==> config.mk <==
export PLATFORM = sky130hd
export DESIGN_NAME = lif_post_neuron
export DESIGN_NICKNAME = d
export VERILOG_FILES = /design/src/rtl/lif_post_neuron.sv
export SDC_FILE = /design/constraint.sdc
export NUM_CORES = 1
export LEC_CHECK = 0
export BUFFER_PORTS_ARGS = -buffer_cell sky130_fd_sc_hd__buf_4
export CAP_MARGIN = 15
export CORE_MARGIN = 2
export CORE_UTILIZATION = 46
export CTS_BUF_LIST = sky130_fd_sc_hd__clkbuf_8
export CTS_CLUSTER_DIAMETER = 30
export CTS_CLUSTER_SIZE = 20
export DETAILED_ROUTE_END_ITERATION = 16
export MAX_ROUTING_LAYER = met4
export PLACE_DENSITY = 0.71
export REMOVE_ABC_BUFFERS = 1
export SETUP_SLACK_MARGIN = 0.02
export SYNTH_ARGS = -nofsm -noshare
export SYNTH_HDL_FRONTEND = slang
export SYNTH_SLANG_ARGS = --single-unit
==> constraint.sdc <==
create_clock -name clk -period 12.7 [get_ports clk]
set_input_delay 2.54 -clock clk [delete_from_list [all_inputs] [get_ports clk]]
set_output_delay 2.54 -clock clk [all_outputs]
set_load 0.01 [all_outputs]
==> src/rtl/lif_post_neuron.sv <==
// Leaky integrate-and-fire postsynaptic neuron with a Q2.16 membrane, a one-cycle
// post spike on threshold crossing, and a refractory period.
module lif_post_neuron #(
   parameter logic signed [17:0] V_TH       = 18'sh1_0000,
   parameter logic signed [17:0] V_RESET    = 18'sh0_0000,
   parameter logic signed [17:0] V_FLOOR    = 18'sh3_0000,
   parameter int unsigned        LEAK_SHIFT = 4,
   parameter int unsigned        T_REF      = 8
) (
   input  logic        clk,
   input  logic        rst,
   input  logic        en,
   input  logic        pre,
   input  logic [17:0] w,
   output logic        post,
   output logic [17:0] v,
   output logic        refr,
   output logic [15:0] spike_cnt
);

   typedef enum logic [1:0] {
      S_INTEG = 2'd0,
      S_FIRE  = 2'd1,
      S_REFR  = 2'd2
   } state_t;

   localparam logic signed [18:0] C_FLOOR = {V_FLOOR[17], V_FLOOR};
   localparam logic signed [18:0] C_VMAX  = 19'sh0_1FFFF;
   localparam logic [7:0]         C_TREF  = 8'(T_REF);

   state_t             r_state, w_state_nxt;
   logic signed [17:0] r_v, w_v_nxt;
   logic               r_post, w_post_nxt;
   logic [15:0]        r_cnt, w_cnt_nxt;
   logic [7:0]         r_ref, w_ref_nxt;

   logic signed [17:0] w_leak;
   logic signed [18:0] w_sum;
   logic signed [17:0] w_v_int;

   // Sum in 19 bits so the clamp sees the true value and never a wrapped one.
   always_comb begin
      w_leak = r_v >>> LEAK_SHIFT;
      w_sum  = $signed({r_v[17], r_v}) - $signed({w_leak[17], w_leak})
             + (pre ? $signed({w[17], w}) : 19'sh0);
      if (w_sum < C_FLOOR) begin
         w_v_int = V_FLOOR;
      end else if (w_sum > C_VMAX) begin
         w_v_int = 18'sh1_FFFF;
      end else begin
         w_v_int = w_sum[17:0];
      end
   end

   always_comb begin
      w_state_nxt = r_state;
      w_v_nxt     = r_v;
      w_post_nxt  = 1'b0;
      w_cnt_nxt   = r_cnt;
      w_ref_nxt   = r_ref;
      if (en) begin
         case (r_state)
            S_INTEG: begin
               w_v_nxt = w_v_int;
               if (w_v_int >= V_TH) begin
                  w_post_nxt  = 1'b1;
                  w_cnt_nxt   = r_cnt + 16'd1;
                  w_state_nxt = S_FIRE;
               end
            end
            S_FIRE: begin
               w_v_nxt = V_RESET;
               if (T_REF == 0) begin
                  w_state_nxt = S_INTEG;
               end else begin
                  w_ref_nxt   = C_TREF;
                  w_state_nxt = S_REFR;
               end
            end
            S_REFR: begin
               w_v_nxt   = V_RESET;
               w_ref_nxt = r_ref - 8'd1;
               if (r_ref == 8'd1) begin
                  w_state_nxt = S_INTEG;
               end
            end
            default: begin
               w_state_nxt = S_INTEG;
            end
         endcase
      end
   end

   always_ff @(posedge clk) begin
      if (rst) begin
         r_state <= S_INTEG;
         r_v     <= V_RESET;
         r_post  <= 1'b0;
         r_cnt   <= '0;
         r_ref   <= '0;
      end else begin
         r_state <= w_state_nxt;
         r_v     <= w_v_nxt;
         r_post  <= w_post_nxt;
         r_cnt   <= w_cnt_nxt;
         r_ref   <= w_ref_nxt;
      end
   end

   assign post      = r_post;
   assign v         = r_v;
   assign refr      = (r_state != S_INTEG);
   assign spike_cnt = r_cnt;

endmodule

# Yosys cells after proc, flatten, opt, wreduce, memory -nomap -nowiden
# Cells that the tools add are included.
dict set report op_classes {
  n_mux 9
  order_cmp 3
  reduce_logical 10
  addsub 4
  n_eq_ne 5
  bitwise 2
}
# cell count
set ops {}
lappend ops {{18-bit two-way mux} 2}
lappend ops {{18-bit case mux with 2 select lines} 1}
lappend ops {{19-bit adder} 1}
lappend ops {{19-bit by 18-bit greater-than comparator with 1-bit output, second input constant} 1}
lappend ops {{19-bit by 17-bit < comparator with 1-bit output, second input constant} 1}
lappend ops {{19-bit two-way mux} 1}
lappend ops {{18-bit by 14-bit subtractor with 19-bit output} 1}
lappend ops {{18-bit >= comparator, second input constant} 1}
lappend ops {{16-bit by 1-bit adder with 16-bit output, second input constant} 1}
lappend ops {{8-bit case mux with 2 select lines} 1}
lappend ops {{8-bit by 1-bit == test with 1-bit output, second input constant} 1}
lappend ops {{8-bit by 1-bit subtractor with 8-bit output, second input constant} 1}
lappend ops {{2-bit case mux with 3 select lines} 1}
lappend ops {{3-bit AND reduction} 2}
lappend ops {{2-bit nonzero test} 3}
lappend ops {{2-bit two-way mux} 2}
lappend ops {{2-bit inequality test, second input constant} 2}
lappend ops {{2-bit AND reduction} 2}
lappend ops {{3-bit OR reduction} 1}
lappend ops {{2-bit by 1-bit == test with 1-bit output, second input constant} 1}
lappend ops {{2-bit == test, second input constant} 1}
lappend ops {{2-bit logical NOT} 1}
lappend ops {{1-bit NOT} 2}
lappend ops {{2-bit OR reduction} 1}
lappend ops {{1-bit two-way mux} 1}
dict set report totals {
  input_bits 22
  ff_bits 45
  word_cells 38
  out_inout_bits 36
}

# Logic depth before layout (Yosys ltp)
# Gate-level depths: netlist (run 1).
dict set report depth {
  ltp_word 8
  depth_mapped 17
  mapped_depth_nobuf 14
}

# Least setup slack after synthesis (run 1)
# OpenSTA, ideal clock, no wires.
dict set report synth_path {
  kind {input to register}
  start {in pre}
  end {reg r_cnt[9] (netlist: spike_cnt[9])}
  arrival_time_ns 5.800
  cell_stages 13
  slack_ns 6.829
  setup_ns 0.070
  n_path_buf 2
  required_time_ns 12.630
  cell_sequence {clkbuf_1 -> clkbuf_1 -> nand2_1 -> fa_1 -> inv_1 -> ha_1 -> a21oi_2 -> a21boi_0 -> a311oi_2 -> o211ai_4 -> a211oi_4 -> or3b_1 -> a21oi_1}
}
dict set report synth_via {
  elab_chain_len 7
  elab_cells_between_ends 8
  cone_classes {add/sub: 1; order compare: 3; mux: 3; reduce/logical: 1}
}
# item line
set synth_rtl {}
lappend synth_rtl {{from (decl)} 13} ;# input logic pre,
lappend synth_rtl {{19-bit two-way mux (*)} 45} ;# + (pre ? $signed({w[17], w}) : 19'sh0);
lappend synth_rtl {{19-bit adder (*)} 45}
lappend synth_rtl {{19-bit by 18-bit greater-than comparator with 1-bit output} 48} ;# end else if (w_sum > C_VMAX) begin
lappend synth_rtl {{18-bit two-way mux} 48}
lappend synth_rtl {{18-bit two-way mux (*)} 46} ;# if (w_sum < C_FLOOR) begin
lappend synth_rtl {{18-bit >= comparator (*)} 65} ;# if (w_v_int >= V_TH) begin
lappend synth_rtl {{3-bit AND reduction (no line) (*)} n/a}
lappend synth_rtl {{to (signal assigned)} 105} ;# r_cnt <= w_cnt_nxt;
lappend synth_rtl {{to (decl)} 34} ;# logic [15:0] r_cnt, w_cnt_nxt;
# Every way passes the cells marked *; elsewhere a longest branch is shown, timed or not.
# A chain may end at the register's enable or synchronous reset.

# Worst setup path in the final report (run 1)
dict set report layout_path {
  start {in pre}
  end {reg r_v[12] (netlist: v[12])}
}
dict set report layout_via {
  elab_chain_len 6
  elab_cells_between_ends 7
  cone_classes {add/sub: 1; order compare: 2; mux: 4}
}
# item line
set layout_rtl {}
lappend layout_rtl {{19-bit two-way mux (*)} 45}
lappend layout_rtl {{19-bit adder (*)} 45}
lappend layout_rtl {{19-bit by 18-bit greater-than comparator with 1-bit output} 48}
lappend layout_rtl {{18-bit two-way mux} 48}
lappend layout_rtl {{18-bit two-way mux (*)} 46}
lappend layout_rtl {{18-bit case mux with 2 select lines (*)} 62} ;# case (r_state)
lappend layout_rtl {{to (signal assigned)} 103} ;# r_v <= w_v_nxt;
lappend layout_rtl {{to (decl)} 32} ;# logic signed [17:0] r_v, w_v_nxt;
# Marks and branches as above.

==> impl_metrics.json, run 1 <==
{
  "clock.fmax_ghz": 0.167,
  "drcViolationCount": 0,
  "nets": 564,
  "dp_hpwl_microns": 6070,
  "status": "finished clean",
  "place_inst": 594,
  "cts_tree": "done",
  "cts_max_level": 2,
  "synth_area_leaders": "dfxtp_1, fa_1, ha_1, nand2_1, inv_1",
  "core_sq_um": 7610,
  "cp_num_buf_inv": 2,
  "cp_top_family": "compound AO/OA/AOI/OAI gates",
  "rsz0062_at_grt": "no",
  "port_buffers": 57,
  "hold_path.class": "reg2reg",
  "netlist_area_sq_um": 3570,
  "cts_made_buffers": 5,
  "cap_violations": 0,
  "place_ws_ns": 6.41,
  "die_w_microns": 92.1,
  "slowest_stage": "a21oi_2",
  "initial_core_util": 0.469,
  "fin_cells": 601,
  "post_cts_buffers": 0,
  "syn_inst": 447,
  "async_reset_ff_frac": 0,
  "final_util": 0.549,
  "slew_headroom": 0.358,
  "grt_usage": 0.206,
  "yosysSeqAreaShare": 0.252,
  "cp_slowest_stage_delay_ns": 0.64,
  "via_per_inst": 5.25,
  "place_congestion": 0.846,
  "cp_max_fo": 18,
  "tightest_slew_ns": 0.960,
  "worstPathCellList": "buf_4 > nand2_1 > fa_1 > inv_1 > ha_1 > a21o_1 > a31oi_2 > o21ai_0 > o21bai_1 > a21oi_2 > nor2_1 > a41o_1 > a32o_1",
  "grt_pass1_vias": 3153,
  "cts_buffer_depth": 2,
  "antenna_found_initial": 0,
  "vias": 3158,
  "p_total_w": 0.000967,
  "wirelength_microns": 7980,
  "first_iter_violations": 167,
  "ys_warn_count": 0,
  "ys.flop_type": "dfxtp_1",
  "ant_nets": 0,
  "setup_viol": 0,
  "grt_pass1_wl_microns": 14000,
  "post_cts_resized": 0,
  "post-route-min-period_ns": 5.98,
  "clkTransAtPathRegs_ns": 0.09,
  "grt_max_degree": 34,
  "antenna_cells": 0,
  "drive_gt1_frac": 0.168,
  "area_growth_pct": 16.9,
  "clk_latency_ns": 0.30,
  "worst_ep_required_time_ns": 12.90,
  "synth.avg_cell_area_sq_um": 7.99,
  "dieArea_sq_um": 8480,
  "final_hold_viol_count": 0,
  "total_leakage_power_nw": 1.86,
  "synth_top_area_frac": 0.252,
  "worstPathArrival_ns": 6.19,
  "fin_ws_ns": 6.72,
  "cts_root_buffer": "clkbuf_8",
  "dr.pass1.iters": 5,
  "cts.sinks": 45,
  "path_class": "in2reg",
  "power_density_nw_per_um2": 232,
  "ir_drop_v": 0.0000937,
  "yosysTopAreaCell": "dfxtp_1",
  "wl_per_cell_microns": 13.3,
  "io_pins": 58,
  "gr-total-overflow": 0,
  "synth_edf_count": 0,
  "ys_seq_elements": 45,
  "critPathLaunchType": "input pin",
  "ys_types": 59,
  "critPathCaptureType": "flop",
  "fp.dieH_microns": 92.1,
  "setup_tns_ns": 0,
  "finClkSkew_ns": 0.00797,
  "slew_viol_final": 0,
  "rows": 32,
  "min_period_over_period": 0.471,
  "hold_buffers": 0
}
-- cell usage in the layout (no fill, tap or decap), types with 7 or more instances in the layout --
master / n
fa_1: 17
nand2_1: 66
buf_4: 57
ha_1: 26
and2_1: 7
dfxtp_1: 45
nor2_1: 27
o21ai_0: 21
inv_1: 63
nand3_1: 15
xnor2_1: 10
a21o_1: 12
xor2_1: 11
a21oi_1: 37
-- worst register-to-register path, delay by kind of cell, from the launching register on --
kind / cells / cell delay [ns]
AO/OA/AOI/OAI: 7 / 1.99
adder cells (fa/ha/maj): 2 / 0.92
flip-flops: 1 / 0.42
AND/OR/NAND/NOR: 1 / 0.45
buffers and inverters: 2 / 0.13
-- final timing paths --
| check | endpoint | cells after the start | slack [ns] | from |
|---|---|---|---|---|
| setup / recovery | v[12] | 13 | 6.72 | pre |
| hold / removal | v[1] | 2 | 0.47 | v[1] |
| setup reg to reg | v[12] | 12 | 8.70 | v[11] |
| hold reg to reg | v[1] | 2 | 0.47 | v[1] |
-- through the flow --
stage / hold slack, ns / area, sq um
detailed placement: 0.466 / 4070
finish: 0.471 / 4180
global placement: 0.461 / 4070
global route: 0.492 / 4180
floorplan: 0.470 / 3520
CTS: 0.478 / 4180
-- synth_stat cells, types with 3 or more instances --
| master | count |
|---|---|
| a21oi_2 | 3 |
| clkbuf_1 | 9 |
| o41ai_1 | 3 |
| o21ai_0 | 21 |
| xnor2_1 | 10 |
| nor2_1 | 27 |
| mux2_2 | 3 |
| nand2_1 | 66 |
| a21oi_1 | 37 |
| dfxtp_1 | 45 |
| nand3_1 | 15 |
| fa_1 | 17 |
| a21o_1 | 12 |
| xor2_1 | 11 |
| nor3_1 | 6 |
| or3b_1 | 3 |
| and2_1 | 7 |
| or3_1 | 3 |
| ha_1 | 26 |
| nand4_1 | 4 |
| and3_1 | 5 |
| o21ai_1 | 3 |
| inv_1 | 63 |
-- cell families (layout without fill, tap and decap cells) --
| group | after synthesis | in the layout | synth area share |
|---|---|---|---|
| simple gates | 149 | 149 | 0.198 |
| compound gates | 108 | 108 | 0.214 |
| buf+inv | 76 | 128 | 0.0827 |
| flops | 45 | 45 | 0.252 |
| fa+ha+maj | 43 | 43 | 0.186 |
| xor+xnor | 21 | 21 | 0.0515 |
| mux | 5 | 5 | 0.0151 |
-- sequential cells by signal, indices dropped and copies added, names as in the netlist --
register,flops
post,1
r_ref,8
r_state,2
spike_cnt,16
v,18
-- power breakdown --
part | switching, W | total, W | internal, W | leakage, nW
Combinational | 0.000397 | 0.000661 | 0.000265 | 1.44
Clock | 0.0000511 | 0.000108 | 0.0000573 | 0.0540
Sequential | 0.0000291 | 0.000197 | 0.000168 | 0.366
-- cell type report --
type                    count  area, sq um
inverters                  64          240
clock inverters             2         35.0
clock buffers               5         68.8
fillers                   748         3430
repair buffers             57          428
flip-flops and latches     45          901
well taps                 102          128
multi-input cells         326         2370
-- metal layers --
layer | routed length (microns) | up-vias | global-route usage
li1 | - | 1606 | -
met1 | 3730 | 1449 | 0.259
met2 | 3720 | 91 | 0.345
met3 | 389 | 12 | 0.0288
met4 | 142 | 0 | 0.0647
met5 | 0 | - | -
No activity file was read; power rests on OpenSTA's default activity.
==> run 2, diff against run 1 <==
==> constraint.sdc (replaced) <==
create_clock -name clk -period 5.7 [get_ports clk]
set_input_delay 1.14 -clock clk [delete_from_list [all_inputs] [get_ports clk]]
set_output_delay 1.14 -clock clk [all_outputs]
set_load 0.01 [all_outputs]
==> impl_metrics.json, run 2 (same netlist as run 1, synthesis figures left out) <==
{
  "cp_max_fo": 18,
  "cts_root_buffer": "clkbuf_8",
  "slew_viol_final": 0,
  "cts.sinks": 45,
  "grt_pass1_vias": 3187,
  "drive_gt1_frac": 0.168,
  "hold_path.class": "reg2reg",
  "p_int_w": 0.00109,
  "cts_made_buffers": 5,
  "gr-total-overflow": 0,
  "setup_viol": 0,
  "rr_startpoint": "v[11]",
  "place_inst": 594,
  "dieArea_sq_um": 8480,
  "cts_buffer_depth": 2,
  "post-route-min-period_ns": 4.58,
  "p_total_w": 0.00216,
  "dp_hpwl_microns": 6090,
  "port_buffers": 57,
  "wirelength_microns": 8030,
  "grt_usage": 0.208,
  "rows": 32,
  "vias": 3165,
  "antenna_found_initial": 0,
  "hold_buffers": 0,
  "initial_core_util": 0.469,
  "clk_latency_ns": 0.30,
  "pwr-share-comb": 0.685,
  "post_cts_buffers": 0,
  "worstPathArrival_ns": 4.78,
  "drcViolationCount": 0,
  "finClkSkew_ns": 0.00612,
  "power_switching_w": 0.00106,
  "antenna_cells": 0,
  "critPathCaptureType": "flop",
  "core_sq_um": 7610,
  "io_pins": 58,
  "whs_ns": 0.469,
  "final_common_cell": "nand2_1",
  "grt_pass1_wl_microns": 14100,
  "final_hold_viol_count": 0,
  "min_period_over_period": 0.803,
  "fp.dieH_microns": 92.1,
  "total_leakage_power_nw": 1.86,
  "largest_register_ffs": 18,
  "first_iter_violations": 134,
  "place_congestion": 0.846,
  "final_cell_mix": "nand2_1, inv_1, buf_4",
  "place_ws_ns": 0.812,
  "min_from": "v[1]",
  "fin_cells": 601,
  "area_growth_pct": 16.9,
  "power_frac_seq": 0.204,
  "cts_max_level": 2,
  "cap_violations": 0,
  "path_class": "in2reg",
  "wl_per_cell_microns": 13.4,
  "dr.pass1.iters": 4,
  "power_density_nw_per_um2": 517,
  "ant_nets": 0,
  "p_clk_frac": 0.111,
  "rsz0062_at_grt": "no",
  "die_w_microns": 92.1,
  "crit_start": "pre",
  "critPathLaunchType": "input pin",
  "status": "finished clean",
  "setup_tns_ns": 0,
  "grt_max_degree": 34,
  "p_sw_frac": 0.493,
  "cts_tree": "done",
  "via_per_inst": 5.27,
  "post_cts_resized": 0,
  "clkTransAtPathRegs_ns": 0.09,
  "worst_ep_required_time_ns": 5.90,
  "tightest_slew_ns": 0.989,
  "fin_ws_ns": 1.12,
  "nets": 564,
  "slew_headroom": 0.338,
  "clock.fmax_ghz": 0.218,
  "ir_drop_v": 0.000194
}
run 2: cell counts in the layout (fill, tap and decap cells not counted):
No cell type changed its count.
run 2: per-stage QoR:
| step | cell area, sq um | utilization |
|---|---|---|
| floorplan | 3520 | - |
| global placement | 4070 | 0.535 |
| detailed placement | 4070 | 0.535 |
| CTS | 4180 | 0.549 |
| global route | 4180 | 0.549 |
| finish | 4180 | 0.549 |
run 2: worst paths after layout:
path / end / slack, ns / cells past startpoint
max: v[12] / 1.12 / 13
min: v[1] / 0.47 / 2
max reg2reg: v[12] / 1.71 / 12
min reg2reg: v[1] / 0.47 / 2
run 2: final cells by class:
| cell class | instances | area [sq um] |
|---|---|---|
| multi-input cells | 326 | 2370 |
| fillers | 738 | 3430 |
| well taps | 102 | 128 |
| repair buffers | 57 | 428 |
| clock inverters | 2 | 35.0 |
| flip-flops and latches | 45 | 901 |
| clock buffers | 5 | 68.8 |
| inverters | 64 | 240 |
run 2: worst max-delay path, stage by stage:
cell and delay [ns]:
buf_4 0.21, nand2_1 0.09, fa_1 0.49, inv_1 0.04, ha_1 0.39, a21o_1 0.25
a31oi_2 0.26, o21ai_0 0.10, o21bai_1 0.18, a21oi_2 0.62, nor2_1 0.45, a41o_1 0.32
a32o_1 0.24
run 2: layer usage:
layer	track usage	share of wire
met5	-	0
met4	0.0572	0.016
met3	0.0370	0.047
met2	0.346	0.47
met1	0.261	0.47
run 2: power by group through the flow:
stage	logic, W	registers (W)	clock network [W]
2_1_floorplan	0.00112	0.000451	0
3_3_place_gp	0.00143	0.000448	0
3_5_place_dp	0.00146	0.000450	0
4_1_cts	0.00147	0.000442	0.000247
5_1_grt	0.00166	0.000451	0.000259
6_report	0.00148	0.000440	0.000240
==> run 3, diff against run 2 <==
--- a/config.mk
+++ b/config.mk
@@ -14,7 +14,7 @@
 export CTS_CLUSTER_SIZE = 20
 export DETAILED_ROUTE_END_ITERATION = 16
 export MAX_ROUTING_LAYER = met4
-export PLACE_DENSITY = 0.71
+export PLACE_DENSITY = 0.74
 export REMOVE_ABC_BUFFERS = 1
 export SETUP_SLACK_MARGIN = 0.02
 export SYNTH_ARGS = -nofsm -noshare
==> constraint.sdc (replaced) <==
create_clock -name clk -period 3.8 [get_ports clk]
set_input_delay 0.76 -clock clk [delete_from_list [all_inputs] [get_ports clk]]
set_output_delay 0.76 -clock clk [all_outputs]
set_load 0.01 [all_outputs]
==> impl_metrics.json, run 3 (same netlist as run 1, synthesis figures left out) <==
{
  "status": "finished clean",
  "wl_per_cell_microns": 13.7,
  "antenna_found_initial": 0,
  "initial_core_util": 0.469,
  "clk_latency_ns": 0.31,
  "holdPathStages": 2,
  "hold_path_end": "v[3]",
  "min_period_over_period": 0.952,
  "hold_buffers": 0,
  "final_cell_mix": "buf_4, nand2_1, inv_1",
  "power_density_nw_per_um2": 819,
  "cp_num_buf_inv": 2,
  "r2r_end": "spike_cnt[9]",
  "clock.fmax_ghz": 0.277,
  "finClkSkew_ns": 0.00816,
  "critPathCaptureType": "flop",
  "fp.dieH_microns": 92.1,
  "rows": 32,
  "total_leakage_power_nw": 2.07,
  "multi_input_area_sq_um": 2400,
  "worstPathArrival_ns": 3.87,
  "final_hold_viol_count": 0,
  "worstPathCellList": "buf_6 > nand2_1 > fa_1 > fa_1 > nor2b_4 > o311ai_2 > a41o_1 > o21bai_1 > a21oi_2 > buf_4 > a211oi_4 > or3b_1 > a21oi_1",
  "area_growth_pct": 26.9,
  "crit_top_cell": "fa_1",
  "dr.pass1.iters": 4,
  "vias": 3373,
  "ir_drop_v": 0.000400,
  "cts.sinks": 45,
  "setup_viol": 0,
  "grt_usage": 0.220,
  "cp_max_fo": 13,
  "rrSetupSlack_ns": 0.34,
  "rr_startpoint": "v[8]",
  "min_from": "v[3]",
  "cts_root_buffer": "clkbuf_8",
  "post-route-min-period_ns": 3.62,
  "hold_path.class": "reg2reg",
  "slowest_stage": "fa_1",
  "fill_cells": 699,
  "core_sq_um": 7610,
  "place_congestion": 0.889,
  "antenna_cells": 0,
  "whs_ns": 0.475,
  "cts_buffer_depth": 2,
  "first_iter_violations": 142,
  "r2r_cells": 13,
  "place_ws_ns": -0.198,
  "nets": 604,
  "grt_pass1_vias": 3325,
  "io_pins": 58,
  "cp_top_family": "compound AO/OA/AOI/OAI gates",
  "ant_nets": 0,
  "worst_ep_required_time_ns": 4.05,
  "critPathLaunchType": "input pin",
  "dieArea_sq_um": 8480,
  "slew_viol_final": 0,
  "grt_pass1_wl_microns": 14900,
  "ff_latch_area_sq_um": 901,
  "wirelength_microns": 8800,
  "rsz0062_at_grt": "no",
  "cap_violations": 0,
  "drive_gt1_frac": 0.235,
  "final_common_cell": "buf_4",
  "fin_ws_ns": 0.184,
  "grt_max_degree": 34,
  "dp_hpwl_microns": 6890,
  "gr-total-overflow": 0,
  "cp_slowest_stage_delay_ns": 0.51,
  "cts_max_level": 2,
  "cts_tree": "done",
  "path_class": "in2reg",
  "tightest_slew_ns": 0.747,
  "cts_made_buffers": 5,
  "drcViolationCount": 0,
  "via_per_inst": 5.25,
  "slew_headroom": 0.502,
  "largest_register_ffs": 18,
  "clkTransAtPathRegs_ns": 0.10,
  "die_w_microns": 92.1,
  "port_buffers": 57
}
## run 3: worst register-to-register path, delay by kind of cell (launching register included)
family / cells / cell delay [ns]
flops: 1 / 0.45
simple gates: 2 / 0.52
buf+inv: 3 / 0.31
fa+ha+maj: 2 / 0.92
compound gates: 6 / 1.19
## run 3: how the worst max path moves through the flow
| stage | depth (start not counted) | slack (ns) | endpoint | from |
|---|---|---|---|---|
| 2_1_floorplan | 12 | 0.008 | v[12] | w[11] |
| 3_3_place_gp | 14 | -0.08 | spike_cnt[9] | pre |
| 3_5_place_dp | 15 | -0.20 | spike_cnt[9] | pre |
| 4_1_cts | 15 | 0.12 | spike_cnt[9] | pre |
| 5_1_grt | 15 | 0.02 | spike_cnt[9] | pre |
| 6_report | 13 | 0.18 | spike_cnt[9] | pre |
## run 3: report_power, final
group / switching (W) / internal [W]
Clock: 0.000192 / 0.000202
Sequential: 0.000103 / 0.000563
Combinational: 0.00144 / 0.00121
## run 3: area by class of cell
| type | instances | share of cell area |
|---|---|---|
| Clock buffer | 5 | 0.0152 |
| Clock inverter | 3 | 0.0110 |
| Multi-Input combinational cell | 326 | 0.530 |
| Sequential cell | 45 | 0.199 |
| Inverter | 64 | 0.0530 |
| Timing Repair Buffer | 97 | 0.164 |
| Tap cell | 102 | 0.0282 |
## run 3: layer usage
| layer | part of all wire | up-vias | GRT usage | wire [microns] |
|---|---|---|---|---|
| met5 | 0 | - | - | 0 |
| met2 | 0.50 | 80 | 0.373 | 4380 |
| met3 | 0.049 | 10 | 0.0427 | 434 |
| met4 | 0.015 | 0 | 0.0659 | 131 |
| li1 | - | 1687 | - | - |
| met1 | 0.44 | 1596 | 0.266 | 3850 |
## run 3: timing repair
| action | CTS | global route |
|---|---|---|
| resized for setup | 0 | 3 |
| endpoints found under the setup margin | 0 | 5 |
| buffers inserted | 0 | 2 |
| hold endpoints to repair | 0 | 0 |
## run 3: through the flow
step / instances / setup TNS [ns] / util / total power, W / cell area [sq um]
floorplan: 435 / 0 / - / 0.00236 / 3520
global placement: 632 / -0.318 / 0.574 / 0.00319 / 4370
detailed placement: 632 / -1.52 / 0.574 / 0.00326 / 4370
CTS: 640 / 0 / 0.590 / 0.00368 / 4490
global route: 642 / 0 / 0.596 / 0.00404 / 4530
finish: 642 / 0 / 0.596 / 0.00371 / 4530
